File: src/rtl/if_stage_pkg.sv
// Shared types and constants for the instruction-fetch stage.
package if_stage_pkg;
   localparam int INSTR_W = 32;
   localparam logic [INSTR_W-1:0] NOP_INSTR_DEF = 32'hE1A0_0000;
   localparam logic [31:0] RESET_PC_DEF = 32'h0000_0000;

   typedef enum logic [1:0] {REQ, DRAIN, HOLD} state_e;

   typedef struct packed {
      logic [31:0]        pc;
      logic [INSTR_W-1:0] instr;
      logic               valid;
   } ifid_t;
endpackage

File: src/rtl/if_stage.sv
// Instruction fetch: PC, req/ack memory handshake, freeze buffering, branch
// redirect/flush, and the IF/ID pipeline register.
module if_stage
   import if_stage_pkg::*;
#(
   parameter logic [31:0]        RESET_PC  = RESET_PC_DEF,
   parameter logic [INSTR_W-1:0] NOP_INSTR = NOP_INSTR_DEF
) (
   input  logic               clk,
   input  logic               rst,
   input  logic               freeze,
   input  logic               branch_taken,
   input  logic [31:0]        branch_addr,
   output logic               imem_req,
   output logic [31:0]        imem_addr,
   input  logic               imem_ack,
   input  logic [INSTR_W-1:0] imem_rdata,
   output logic [31:0]        PC,
   output logic [INSTR_W-1:0] Instruction,
   output logic               valid
);

   state_e             state_q, state_d;
   logic [31:0]        pc_q, pc_d;
   logic [INSTR_W-1:0] buf_q, buf_d;
   logic [31:0]        tgt_q, tgt_d;
   ifid_t              ifid_q, ifid_d;

   logic [31:0] pc_plus4;
   ifid_t       flushed;

   assign pc_plus4 = pc_q + 32'd4;
   assign flushed  = '{pc: ifid_q.pc, instr: NOP_INSTR, valid: 1'b0};

   always_comb begin
      state_d = state_q;
      pc_d    = pc_q;
      buf_d   = buf_q;
      tgt_d   = tgt_q;
      ifid_d  = ifid_q;
      case (state_q)
         REQ: begin
            if (branch_taken) begin
               ifid_d = flushed;
               if (imem_ack) begin
                  pc_d = branch_addr;
               end else begin
                  tgt_d   = branch_addr;
                  state_d = DRAIN;
               end
            end else if (imem_ack && !freeze) begin
               ifid_d = '{pc: pc_plus4, instr: imem_rdata, valid: 1'b1};
               pc_d   = pc_plus4;
            end else if (imem_ack) begin
               buf_d   = imem_rdata;
               state_d = HOLD;
            end else if (!freeze) begin
               ifid_d = flushed;
            end
         end
         DRAIN: begin
            // The old request must complete before the target can be fetched;
            // a newer branch seen on the ack cycle still wins.
            ifid_d = flushed;
            if (branch_taken) tgt_d = branch_addr;
            if (imem_ack) begin
               pc_d    = branch_taken ? branch_addr : tgt_q;
               state_d = REQ;
            end
         end
         HOLD: begin
            if (branch_taken) begin
               ifid_d  = flushed;
               pc_d    = branch_addr;
               state_d = REQ;
            end else if (!freeze) begin
               ifid_d  = '{pc: pc_plus4, instr: buf_q, valid: 1'b1};
               pc_d    = pc_plus4;
               state_d = REQ;
            end
         end
         default: state_d = REQ;
      endcase
   end

   always_ff @(posedge clk) begin
      if (rst) begin
         state_q <= REQ;
         pc_q    <= RESET_PC;
         buf_q   <= '0;
         tgt_q   <= '0;
         ifid_q  <= '{pc: 32'h0, instr: NOP_INSTR, valid: 1'b0};
      end else begin
         state_q <= state_d;
         pc_q    <= pc_d;
         buf_q   <= buf_d;
         tgt_q   <= tgt_d;
         ifid_q  <= ifid_d;
      end
   end

   assign imem_req    = !rst && (state_q != HOLD);
   assign imem_addr   = pc_q;
   assign PC          = ifid_q.pc;
   assign Instruction = ifid_q.instr;
   assign valid       = ifid_q.valid;

endmodule

File: config.mk
export PLATFORM = sky130hd
export DESIGN_NAME = if_stage
export DESIGN_NICKNAME = d
export VERILOG_FILES = /design/src/rtl/if_stage_pkg.sv /design/src/rtl/if_stage.sv
export SDC_FILE = /design/constraint.sdc
export NUM_CORES = 1
export LEC_CHECK = 0
export CAP_MARGIN = 20
export CELL_PAD_IN_SITES_DETAIL_PLACEMENT = 0
export CELL_PAD_IN_SITES_GLOBAL_PLACEMENT = 2
export CORE_MARGIN = 2
export CORE_UTILIZATION = 31
export CTS_BUF_LIST = sky130_fd_sc_hd__clkbuf_16
export DETAILED_ROUTE_END_ITERATION = 8
export PLACE_DENSITY_LB_ADDON = 0.15
export SLEW_MARGIN = 20
export SYNTH_ARGS = -nofsm -noshare
export SYNTH_HDL_FRONTEND = slang
export SYNTH_SLANG_ARGS = --single-unit
File: constraint.sdc
create_clock -name clk -period 4.7 [get_ports clk]
set_input_delay 0.47 -clock clk [delete_from_list [all_inputs] [get_ports clk]]
set_output_delay 0.47 -clock clk [all_outputs]
set_load 0.005 [all_outputs]
==> metrics.txt, run 1 <==
Switching Fraction 29.5%; Post-Route WL 25.3 mm; register area ~3300 µm²; total number of vias about 7,300; number of synthesis warnings 0; post-synthesis cell type count 62; multi-input logic area 3890 µm²; number of nets in the layout about 1,200; met2 usage 31.5%; Setup crit end kind flop; clock-pin slew of the registers on the worst-case setup and hold paths around 0.07 ns; GPL Wtd Cong ~0.77; Final Slew Violations 0; switching power 1.03 mW; Die Height between 150 and 200 µm; post-DR wirelength/cell between 15 and 20 µm; row count 57; cell internal pwr 2.46 mW; initial core utilization 31.3%; Seq pwr share 43.8%; hold_buf cts 0; Residual DRC 0; first-pass GRT wire length 39.9 mm; hold crit path type reg -> reg; TritonCTS Buffers 17; Post-Route Setup TNS 0 ns; CTS tree built; crit share post-route 60.1%; Hold Vio Cnt, Final 0; drt pass-1 iters 5; Area Overhead vs Synth 32.4%; port bufs 166; number of synthesized register bits roughly 160; Skew-Pair Late Insertion Delay around 0.44 ns; ys async rst share 0%; Critical Path Fanout Max 25; Setup Buffers After CTS 0; status finished clean; DR vias/cell between 5 and 6; # setup viols final 0; Overall Global Routing Usage 19.6%; Cell Area, Synth approximately 7500 µm²; clk buf depth 2; RSZ-0062 raised after global routing false; H-tree Lvls 4; worst slew pin tran 1.01 ns; post-synthesis sequential area ratio a little over two fifths; skew final roughly 0.014 ns; total gr overflow 0; Slew headroom between 30% and 40%; global routing's busiest layer met2; Max rail drop VDD 0.000203 V; Startpoint Class flop; post-CTS sizing 0; post-synth net total 1,041; Finished Layout Cells between 1,000 and 1,500; Synth Instances around 970; Power Density approximately 350 nW/µm²; FILL cells ~2,600; ys flop type dfxtp_1; DIE WIDTH about 160 µm; Pleak around 3.5 nW; post-synthesis area per instance 7.80 µm²; fin util approximately 41%; Iter 0 DRT Violations 453; fmax about 350 MHz; crit path time final roughly 2.8 ns; Clk pwr share about two fifths; clk sink count about 160; core area approximately 24,000 µm²; max_cap viols 0; initial antenna violation count 3; WP data required approximately 5.1 ns; DP Cell Count approximately 1,400; GRT met3 Usage between 4 and 5%; dpl hpwl around 16 mm; vias in the first global route around 7,000; share of cells above drive strength 1 about 6%; die footprint between 20,000 and 30,000 µm²; critical path arrival between 3 and 4 ns; Root Driver clkbuf_16; critical path class reg -> reg; largest net degree at the start of global routing 67; number of enable flip-flop cells after synthesis 0; Gate power share ~16%; met1 Use GR around 27%; post-route ant nets 0; Boundary Pins about 170
worst max-delay path: stages (launching register included):
cell	delay (ns)
dfxtp_1	0.37
inv_1	0.11
ha_1	0.37
or2_4	0.33
a211o_1	0.68
or3_1	0.50
mux2_2	0.26
a31oi_1	0.12
power by group through the flow:
stage | clock (mW) | combinational (mW) | sequential [mW]
2_1_floorplan | 0 | 0.302 | 1.53
3_3_place_gp | 0 | 0.544 | 1.56
3_5_place_dp | 0 | 0.546 | 1.56
4_1_cts | 1.46 | 0.548 | 1.53
5_1_grt | 1.51 | 0.601 | 1.54
6_report | 1.42 | 0.541 | 1.53
synth_stat cells, types with 3 or more instances:
| master | number | area (µm²) |
|---|---|---|
| nand2_1 | 196 | 736 |
| dfxtp_1 | 163 | 3260 |
| a21oi_1 | 97 | 485 |
| nor2_1 | 83 | 312 |
| clkbuf_1 | 60 | 225 |
| nor3_1 | 43 | 215 |
| o21ai_0 | 41 | 205 |
| a221oi_1 | 36 | 315 |
| nand3_1 | 20 | 100 |
| and3_1 | 18 | 113 |
| o21ai_1 | 18 | 90.1 |
| xor2_1 | 18 | 158 |
| inv_1 | 15 | 56.3 |
| buf_2 | 12 | 60.1 |
| nand4_1 | 12 | 75.1 |
| a211oi_1 | 11 | 82.6 |
| mux2i_1 | 11 | 110 |
| xnor2_1 | 9 | 78.8 |
| a211o_1 | 8 | 70.1 |
| a31oi_1 | 7 | 43.8 |
| a22oi_1 | 6 | 45.0 |
| and2_1 | 6 | 37.5 |
| a311oi_1 | 5 | 43.8 |
| and4_1 | 5 | 43.8 |
| ha_1 | 5 | 62.6 |
| nor4_1 | 5 | 31.3 |
| buf_6 | 4 | 45.0 |
| or3_1 | 4 | 25.0 |
| a221o_1 | 3 | 30.0 |
| nor2b_1 | 3 | 18.8 |
| o21a_1 | 3 | 22.5 |
| o31a_1 | 3 | 26.3 |
logic make-up (layout without fill, tap and decap cells):
| group | after synthesis | after routing | share of synthesized area (%) |
|---|---|---|---|
| other cells | 0 | 1 | 0 |
| flops | 163 | 163 | 43.3 |
| buf+inv | 95 | 229 | 5.41 |
| compound gates | 255 | 255 | 21.3 |
| fa+ha+maj | 5 | 5 | 0.829 |
| xor+xnor | 27 | 27 | 3.13 |
| mux | 12 | 12 | 1.61 |
| simple gates | 410 | 410 | 24.4 |
registers in the layout, indices dropped and copies added (netlist names):
signal and cells:
state_q 2, PC 32, imem_addr 32, Instruction 32, valid 1, buf_q 32
tgt_q 32
area by class of cell:
class | count | share of cell area (%)
diodes | 1 | 0.0251
clock buffers | 17 | 4.26
clock inverters | 15 | 1.70
inverters | 15 | 0.564
multi-input cells | 709 | 38.9
flip-flops and latches | 163 | 32.7
well taps | 324 | 4.06
repair buffers | 182 | 17.8
layout by cell type (no fill, tap or decap), types with 3 or more instances in the layout:
master,count
a22oi_1,6
inv_8,3
a221o_1,3
clkdlybuf4s50_1,164
inv_6,5
nand4_1,12
nor3_1,43
mux2i_1,11
nand3_1,20
o21ai_0,41
buf_4,17
nor2b_1,3
a211oi_1,11
a311oi_1,5
o21a_1,3
xor2_1,18
ha_1,5
nand2_1,196
nor2_1,82
nor4_1,5
a221oi_1,36
a211o_1,8
and3_1,18
a21oi_1,97
a31oi_1,7
o21ai_1,18
dfxtp_1,163
o31a_1,3
and4_1,5
and2_1,6
clkbuf_16,17
inv_1,15
or3_1,4
xnor2_1,9
through the flow:
stage                     setup slack [ns]  total power [mW]  cell area (µm²)  hold slack (ns)
final                                 1.88              3.49             9990            0.444
after global routing                  1.70              3.66             9980            0.470
after CTS                             1.89              3.54             9980            0.449
after detailed placement              1.58              2.11             9390            0.439
after global placement                1.66              2.11             9390            0.435
after floorplan                       2.56              1.84             7540            0.432
layer usage:
layer | share of wire (%) | up-vias
li1 | - | 3646
met4 | 0.89 | 2
met1 | 47 | 3397
met2 | 46 | 200
met3 | 5.7 | 16
met5 | 0.051 | -
worst paths after layout:
path / slack, ns / to / from / cells after the start
min: 0.44 / PC[22]$_SDFFE_PP0P_ / PC[22]$_SDFFE_PP0P_ / 2
max: 1.88 / imem_addr[30]$_SDFFE_PP0P_ / state_q[0]$_SDFFE_PP0P_ / 7
max reg2reg: 1.88 / imem_addr[30]$_SDFFE_PP0P_ / state_q[0]$_SDFFE_PP0P_ / 7
min reg2reg: 0.44 / PC[22]$_SDFFE_PP0P_ / PC[22]$_SDFFE_PP0P_ / 2
Note: power is estimated with default switching activity, not from simulation.
==> run 2, diff against run 1 <==
--- a/config.mk
+++ b/config.mk
@@ -9,7 +9,7 @@
 export CELL_PAD_IN_SITES_DETAIL_PLACEMENT = 0
 export CELL_PAD_IN_SITES_GLOBAL_PLACEMENT = 2
 export CORE_MARGIN = 2
-export CORE_UTILIZATION = 31
+export CORE_UTILIZATION = 29
 export CTS_BUF_LIST = sky130_fd_sc_hd__clkbuf_16
 export DETAILED_ROUTE_END_ITERATION = 8
 export PLACE_DENSITY_LB_ADDON = 0.15
==> constraint.sdc (replaced) <==
create_clock -name clk -period 2.6 [get_ports clk]
set_input_delay 0.26 -clock clk [delete_from_list [all_inputs] [get_ports clk]]
set_output_delay 0.26 -clock clk [all_outputs]
set_load 0.005 [all_outputs]
==> run 2 against run 1 <==
Net effect: core utilization is 1.5 points lower; critical path depth stayed put; register-to-register slack got worse by 1.6 ns; setup slack got worse by 1.6 ns; sequential share of layout area fell by 0.97 points; largest cell class unchanged.
==> metrics.txt, run 2 (synthesis gave the netlist of run 1 again) <==
CTS tree built; Hold Startpoint rst; Final Slew Violations 0 (unchanged); cell count of the worst reg-to-reg path 7 (unchanged); Max rail drop VDD 0.000305 V (+50%); Skew-Pair Late Insertion Delay 0.43 ns (about the same); WP data required 2.96 ns (-2.09 ns); fmax 436 MHz (+23%); Hold Path End imem_addr[0]$_SDFFE_PP0P_; Startpoint Class flop; row count 59 (+3.5%); Hold Crit Depth 2 (unchanged); final hold slack 0.252 ns (-0.192 ns); clk sink count 163 (unchanged); Setup Buffers After CTS 0 (unchanged); Power Density 619 nW/µm² (+77%); Iter 0 DRT Violations 447 (-1.3%); clk buf depth 2 (unchanged); first-pass GRT wire length 40.1 mm (+0.43%); post-route ant nets 0 (unchanged); drt pass-1 iters 4 (-1); DIE WIDTH 165 µm (+3.3%); FF-to-FF setup slack 0.31 ns (-1.57 ns); die footprint 27,300 µm² (+6.7%); Root Driver clkbuf_16; total number of vias 7,362 (+1.4%); number of nets in the layout 1,193 (+2.7%); critical path arrival 2.66 ns (-0.52 ns); # setup viols final 0 (unchanged); Slew headroom 59.3% (+27 points); Critical R2R Launch state_q[0]$_SDFFE_PP0P_; max_cap viols 0 (unchanged); Boundary Pins 167 (unchanged); GPL Wtd Cong 0.772 (+0.80%); crit path time final 2.29 ns (-0.531 ns); Die Height 165 µm (+3.3%); most common cell after layout, fill and taps aside nand2_1; total gr overflow 0 (unchanged); dpl hpwl 17.6 mm (+7.5%); clock-pin slew of the registers on the worst-case setup and hold paths 0.07 ns (about the same); Overall Global Routing Usage 19.0% (-0.61 points); DR vias/cell 5.02 (-1.4%); post-DR wirelength/cell 17.7 µm (-0.29%); critical path class reg -> reg; vias in the first global route 6,878 (+0.84%); Pleak 3.69 nW (+4.5%); fin area 10,300 µm² (+3.1%); hold crit path type in -> reg; placed inst area 9710 µm² (+3.4%); Area Overhead vs Synth 36.4%; initial antenna violation count 2 (-1); Post-Route WL 25.9 mm (+2.6%); share of cells above drive strength 1 8.22% (+2.3 points); most frequent cells in the layout nand2_1 (196), clkdlybuf4s50_1 (164), dfxtp_1 (163); Residual DRC 0 (unchanged); Post-Route Setup TNS 0 ns (unchanged); skew final 0.0121 ns (-0.00182 ns); worst slew pin tran 0.609 ns (-0.400 ns); H-tree Lvls 4 (unchanged); fin util 39.9% (-1.5 points); Worst R2R End PC[11]$_SDFFE_PP0P_; port bufs 166 (unchanged); core area 25,800 µm² (+6.9%); Setup crit end kind flop; TritonCTS Buffers 17 (unchanged); largest net degree at the start of global routing 78 (+16%); post-CTS sizing 0 (unchanged); initial core utilization 29.3% (-2.0 points); Critical Path Fanout Max 20 (-20%); status finished clean; Hold Vio Cnt, Final 0 (unchanged); hold_buf cts 0 (unchanged); RSZ-0062 raised after global routing false; crit share post-route 88.2% (+28 points)
run 2: cell types whose count changed in the layout (fill, tap and decap cells not counted), moves of 2 or more:
| cell | previous run | this run |
|---|---|---|
| clkinvlp_4 | 1 | 4 |
| buf_4 | 17 | 42 |
| buf_12 | 0 | 6 |
| clkinv_8 | 2 | 0 |
| inv_6 | 5 | 3 |
run 2: how the worst max path moves through the flow:
stage | from | slack, ns | cells after the start | endpoint
after floorplan | state_q[0]$_SDFFE_PP0P_ | 0.46 | 8 | imem_addr[30]$_SDFFE_PP0P_
after global placement | imem_ack | 0.29 | 5 | PC[12]$_SDFFE_PP0P_
after detailed placement | imem_ack | 0.25 | 6 | imem_addr[30]$_SDFFE_PP0P_
after CTS | state_q[0]$_SDFFE_PP0P_ | 0.30 | 7 | PC[12]$_SDFFE_PP0P_
after global routing | state_q[0]$_SDFFE_PP0P_ | 0.15 | 7 | PC[23]$_SDFFE_PP0P_
final | state_q[0]$_SDFFE_PP0P_ | 0.31 | 7 | PC[11]$_SDFFE_PP0P_
run 2: worst max-delay path, cell delays in order, from the launching register on:
cell and delay (ns):
dfxtp_1 0.36, inv_1 0.11, ha_1 0.31, buf_4 0.18, mux2i_1 0.12, or4_1 0.44
or3_4 0.52, o21ai_2 0.17
run 2: final cells by class:
type	instances	area (µm²)
Clock buffer	17	425
Fill cell	2673	15500
Tap cell	335	419
Multi-Input combinational cell	709	3890
Timing Repair Buffer	213	2080
Inverter	15	56.3
Antenna cell	1	2.50
Sequential cell	163	3260
Clock inverter	14	155
run 2: stage by stage:
step	power (mW)	cells	setup slack, ns
floorplan	3.32	967	0.455
global placement	3.87	1435	0.286
detailed placement	3.87	1435	0.249
CTS	6.46	1466	0.305
global route	6.68	1466	0.151
finish	6.37	1467	0.307
run 2: per-layer routing:
metal / GRT usage [%] / share of wire [%] / vias up
li1: - / - / 3702
met5: 0 / 0.050 / -
met2: 29.4 / 46 / 187
met1: 26.7 / 47 / 3457
met4: 4.23 / 0.85 / 2
met3: 4.75 / 5.7 / 14
run 2: where the power goes:
| part | internal, mW | leakage [nW] | switching [mW] |
|---|---|---|---|
| clock | 1.43 | 0.275 | 1.14 |
| sequential | 2.63 | 1.33 | 0.118 |
| combinational | 0.505 | 2.08 | 0.556 |
| total | 4.56 | 3.69 | 1.82 |
==> run 3, diff against run 2 <==
--- a/config.mk
+++ b/config.mk
@@ -8,6 +8,7 @@
 export CAP_MARGIN = 20
 export CELL_PAD_IN_SITES_DETAIL_PLACEMENT = 0
 export CELL_PAD_IN_SITES_GLOBAL_PLACEMENT = 2
+export CORE_ASPECT_RATIO = 1.25
 export CORE_MARGIN = 2
 export CORE_UTILIZATION = 29
 export CTS_BUF_LIST = sky130_fd_sc_hd__clkbuf_16
==> constraint.sdc (replaced) <==
create_clock -name clk -period 2.6 [get_ports clk]
set_input_delay 0.26 -clock clk [delete_from_list [all_inputs] [get_ports clk]]
set_output_delay 0.26 -clock clk [all_outputs]
set_load 0.02 [all_outputs]
==> run 3 against run 2 <==
Net effect: setup slack got worse by 0.12 ns; highest routed layer is now met4; wire length decreased by 1.3%; critical endpoint is now imem_req; combinational power increased by 11%; critical path depth decreased by 2; largest power group unchanged; critical path type is now reg -> out; design area rose by 0.33%; hold slack worse by 0.013 ns; via count increased by 0.43%; core utilization increased by 0.13 points; register-to-register slack worse by 0.09 ns; final cell count is 0.75% higher; sequential cell count unchanged; maximum frequency fell by 5.0%.
==> metrics.txt, run 3 (synthesis gave the netlist of run 1 again) <==
Critical Path Fanout Max 11 (-45%); most frequent cells in the layout nand2_1 (196), clkdlybuf4s50_1 (164), dfxtp_1 (163); status finished clean; Hold Vio Cnt, Final 0 (unchanged); Startpoint Class flop; Seq pwr share 42.4% (-0.7 points); cell internal pwr 4.63 mW (+1.6%); H-tree Lvls 4 (unchanged); Root Driver clkbuf_16; Clk pwr share 39.2% (-1.1 points); skew final 0.00885 ns (-0.00327 ns); CTS tree built; Worst R2R End PC[31]$_SDFFE_PP0P_; largest net degree at the start of global routing 43 (-45%); fmax 414 MHz (-5.0%); Die Height 184 µm (+12%); Post-Route Setup TNS 0 ns (unchanged); FF-to-FF setup slack 0.22 ns (-0.09 ns); switching power 1.81 mW (-0.24%); crit path to imem_req; post-DR wirelength/cell 17.3 µm (-2.0%); Skew-Pair Late Insertion Delay 0.43 ns (about the same); Finished Layout Cells 1,478 (+0.75%); Setup crit end kind primary output; initial core utilization 29.3% (about the same); Overall Global Routing Usage 18.8% (-0.22 points); Iter 0 DRT Violations 353 (-21%); Pleak 3.73 nW (+1.3%); worst slew pin tran 0.596 ns (-0.0128 ns); TritonCTS Buffers 17 (unchanged); crit share post-route 92.8% (+4.7 points); placed inst area 9750 µm² (+0.40%); DP Cell Count 1,446 (+0.77%); drt pass-1 iters 5 (+1); total number of vias 7,394 (+0.43%); fin area 10,300 µm² (+0.33%); die footprint 27,300 µm² (about the same); Switching Fraction 28.1% (-0.37 points); Boundary Pins 167 (unchanged); dpl ws 0.170 ns (-0.0789 ns); hold crit path type in -> reg; Setup Buffers After CTS 0 (unchanged); Final Slew Violations 0 (unchanged); most common cell after layout, fill and taps aside nand2_1; first-pass GRT wire length 40.5 mm (+0.93%); DIE WIDTH 148 µm (-10%); post-CTS sizing 0 (unchanged); total design power 6.44 mW (+1.1%); Slew headroom 60.2% (+0.89 points); number of nets in the layout 1,199 (+0.50%); # setup viols final 0 (unchanged); vias in the first global route 7,167 (+4.2%); Residual DRC 0 (unchanged); initial antenna violation count 1 (-1); clock-pin slew of the registers on the worst-case setup and hold paths 0.06 ns (about the same); dpl hpwl 17.7 mm (+0.85%); Gate power share 18.4% (+1.8 points); Critical R2R Launch state_q[0]$_SDFFE_PP0P_; post-route ant nets 0 (unchanged); Area Overhead vs Synth 36.9%; clk sink count 163 (unchanged); GPL Wtd Cong 0.764 (-1.0%); CP startpoint state_q[0]$_SDFFE_PP0P_; final setup margin 0.187 ns (-0.121 ns); Power Density 624 nW/µm² (+0.76%); RSZ-0062 raised after global routing false; slowest CP cell clkdlybuf4s50_1; Post-Route WL 25.6 mm (-1.3%); core area 25,800 µm² (about the same); critical-path cell list inv_1, ha_1, buf_4, nor2_1, clkdlybuf4s50_1; total gr overflow 0 (unchanged); hold_buf cts 0 (unchanged); critical path arrival 2.15 ns (-0.51 ns); port bufs 166 (unchanged); row count 66 (+12%); max_cap viols 0 (unchanged); Max rail drop VDD 0.000477 V (+57%); DR vias/cell 5.00 (-0.31%); cell count of the worst reg-to-reg path 6 (-1); share of cells above drive strength 1 8.36% (+0.13 points); WP data required 2.34 ns (-0.62 ns); critical path class reg -> out; slowest cell delay on critical path 0.64 ns (+0.12 ns); clk buf depth 2 (unchanged); crit path time final 2.41 ns (+0.121 ns)
[run 3: cell types whose count changed in the layout (fill, tap and decap cells not counted), moves of 2 or more]
cell | before | now
buf_4 | 42 | 49
inv_6 | 3 | 0
clkinvlp_4 | 4 | 2
inv_1 | 16 | 19
inv_8 | 2 | 0
[run 3: worst min-delay path by stage]
stage	startpoint	endpoint	slack [ns]	cells after the start
3_3_place_gp	PC[13]$_SDFFE_PP0P_	PC[13]$_SDFFE_PP0P_	0.44	2
6_report	rst	PC[6]$_SDFFE_PP0P_	0.24	2
3_5_place_dp	PC[16]$_SDFFE_PP0P_	PC[16]$_SDFFE_PP0P_	0.44	2
5_1_grt	rst	PC[4]$_SDFFE_PP0P_	0.25	2
2_1_floorplan	imem_rdata[21]	buf_q[21]$_SDFFE_PP0P_	0.40	2
4_1_cts	rst	PC[8]$_SDFFE_PP0P_	0.23	2
[run 3: routing by layer]
layer / up-vias / GRT usage, % / wire, µm
li1: 3721 / - / -
met1: 3444 / 24.2 / 11500
met2: 205 / 31.6 / 12300
met3: 24 / 3.89 / 1300
met4: 0 / 5.98 / 459
met5: - / 0 / 0
[run 3: critical path: cells and delay by family, from the launching register on]
family,cells,cell delay (ns)
adder cells (fa/ha/maj),1,0.23
flip-flops,1,0.36
buffers and inverters,3,0.93
AND/OR/NAND/NOR,1,0.20
[run 3: cell type report]
cell class                      instances  area (µm²)
Fill cell                            2703       15400
Multi-Input combinational cell        709        3890
Timing Repair Buffer                  219        2110
Clock buffer                           17         425
Clock inverter                         14         150
Inverter                               15        56.3
Tap cell                              340         425
Sequential cell                       163        3260
Antenna cell                            1        2.50
[run 3: stage by stage]
| stage | hold WS (ns) | util [%] |
|---|---|---|
| 5_1_grt | 0.247 | 40.1 |
| 2_1_floorplan | 0.396 | - |
| 3_5_place_dp | 0.440 | 37.8 |
| 6_report | 0.239 | 40.1 |
| 3_3_place_gp | 0.436 | 37.8 |
| 4_1_cts | 0.234 | 40.1 |
[run 3: power groups by stage]
| stage | clock network, mW | logic (mW) | registers [mW] |
|---|---|---|---|
| after detailed placement | 0 | 1.20 | 2.79 |
| final | 2.53 | 1.18 | 2.73 |
| after global routing | 2.73 | 1.30 | 2.75 |
| after global placement | 0 | 1.19 | 2.79 |
| after floorplan | 0 | 0.547 | 2.87 |
| after CTS | 2.60 | 1.20 | 2.73 |
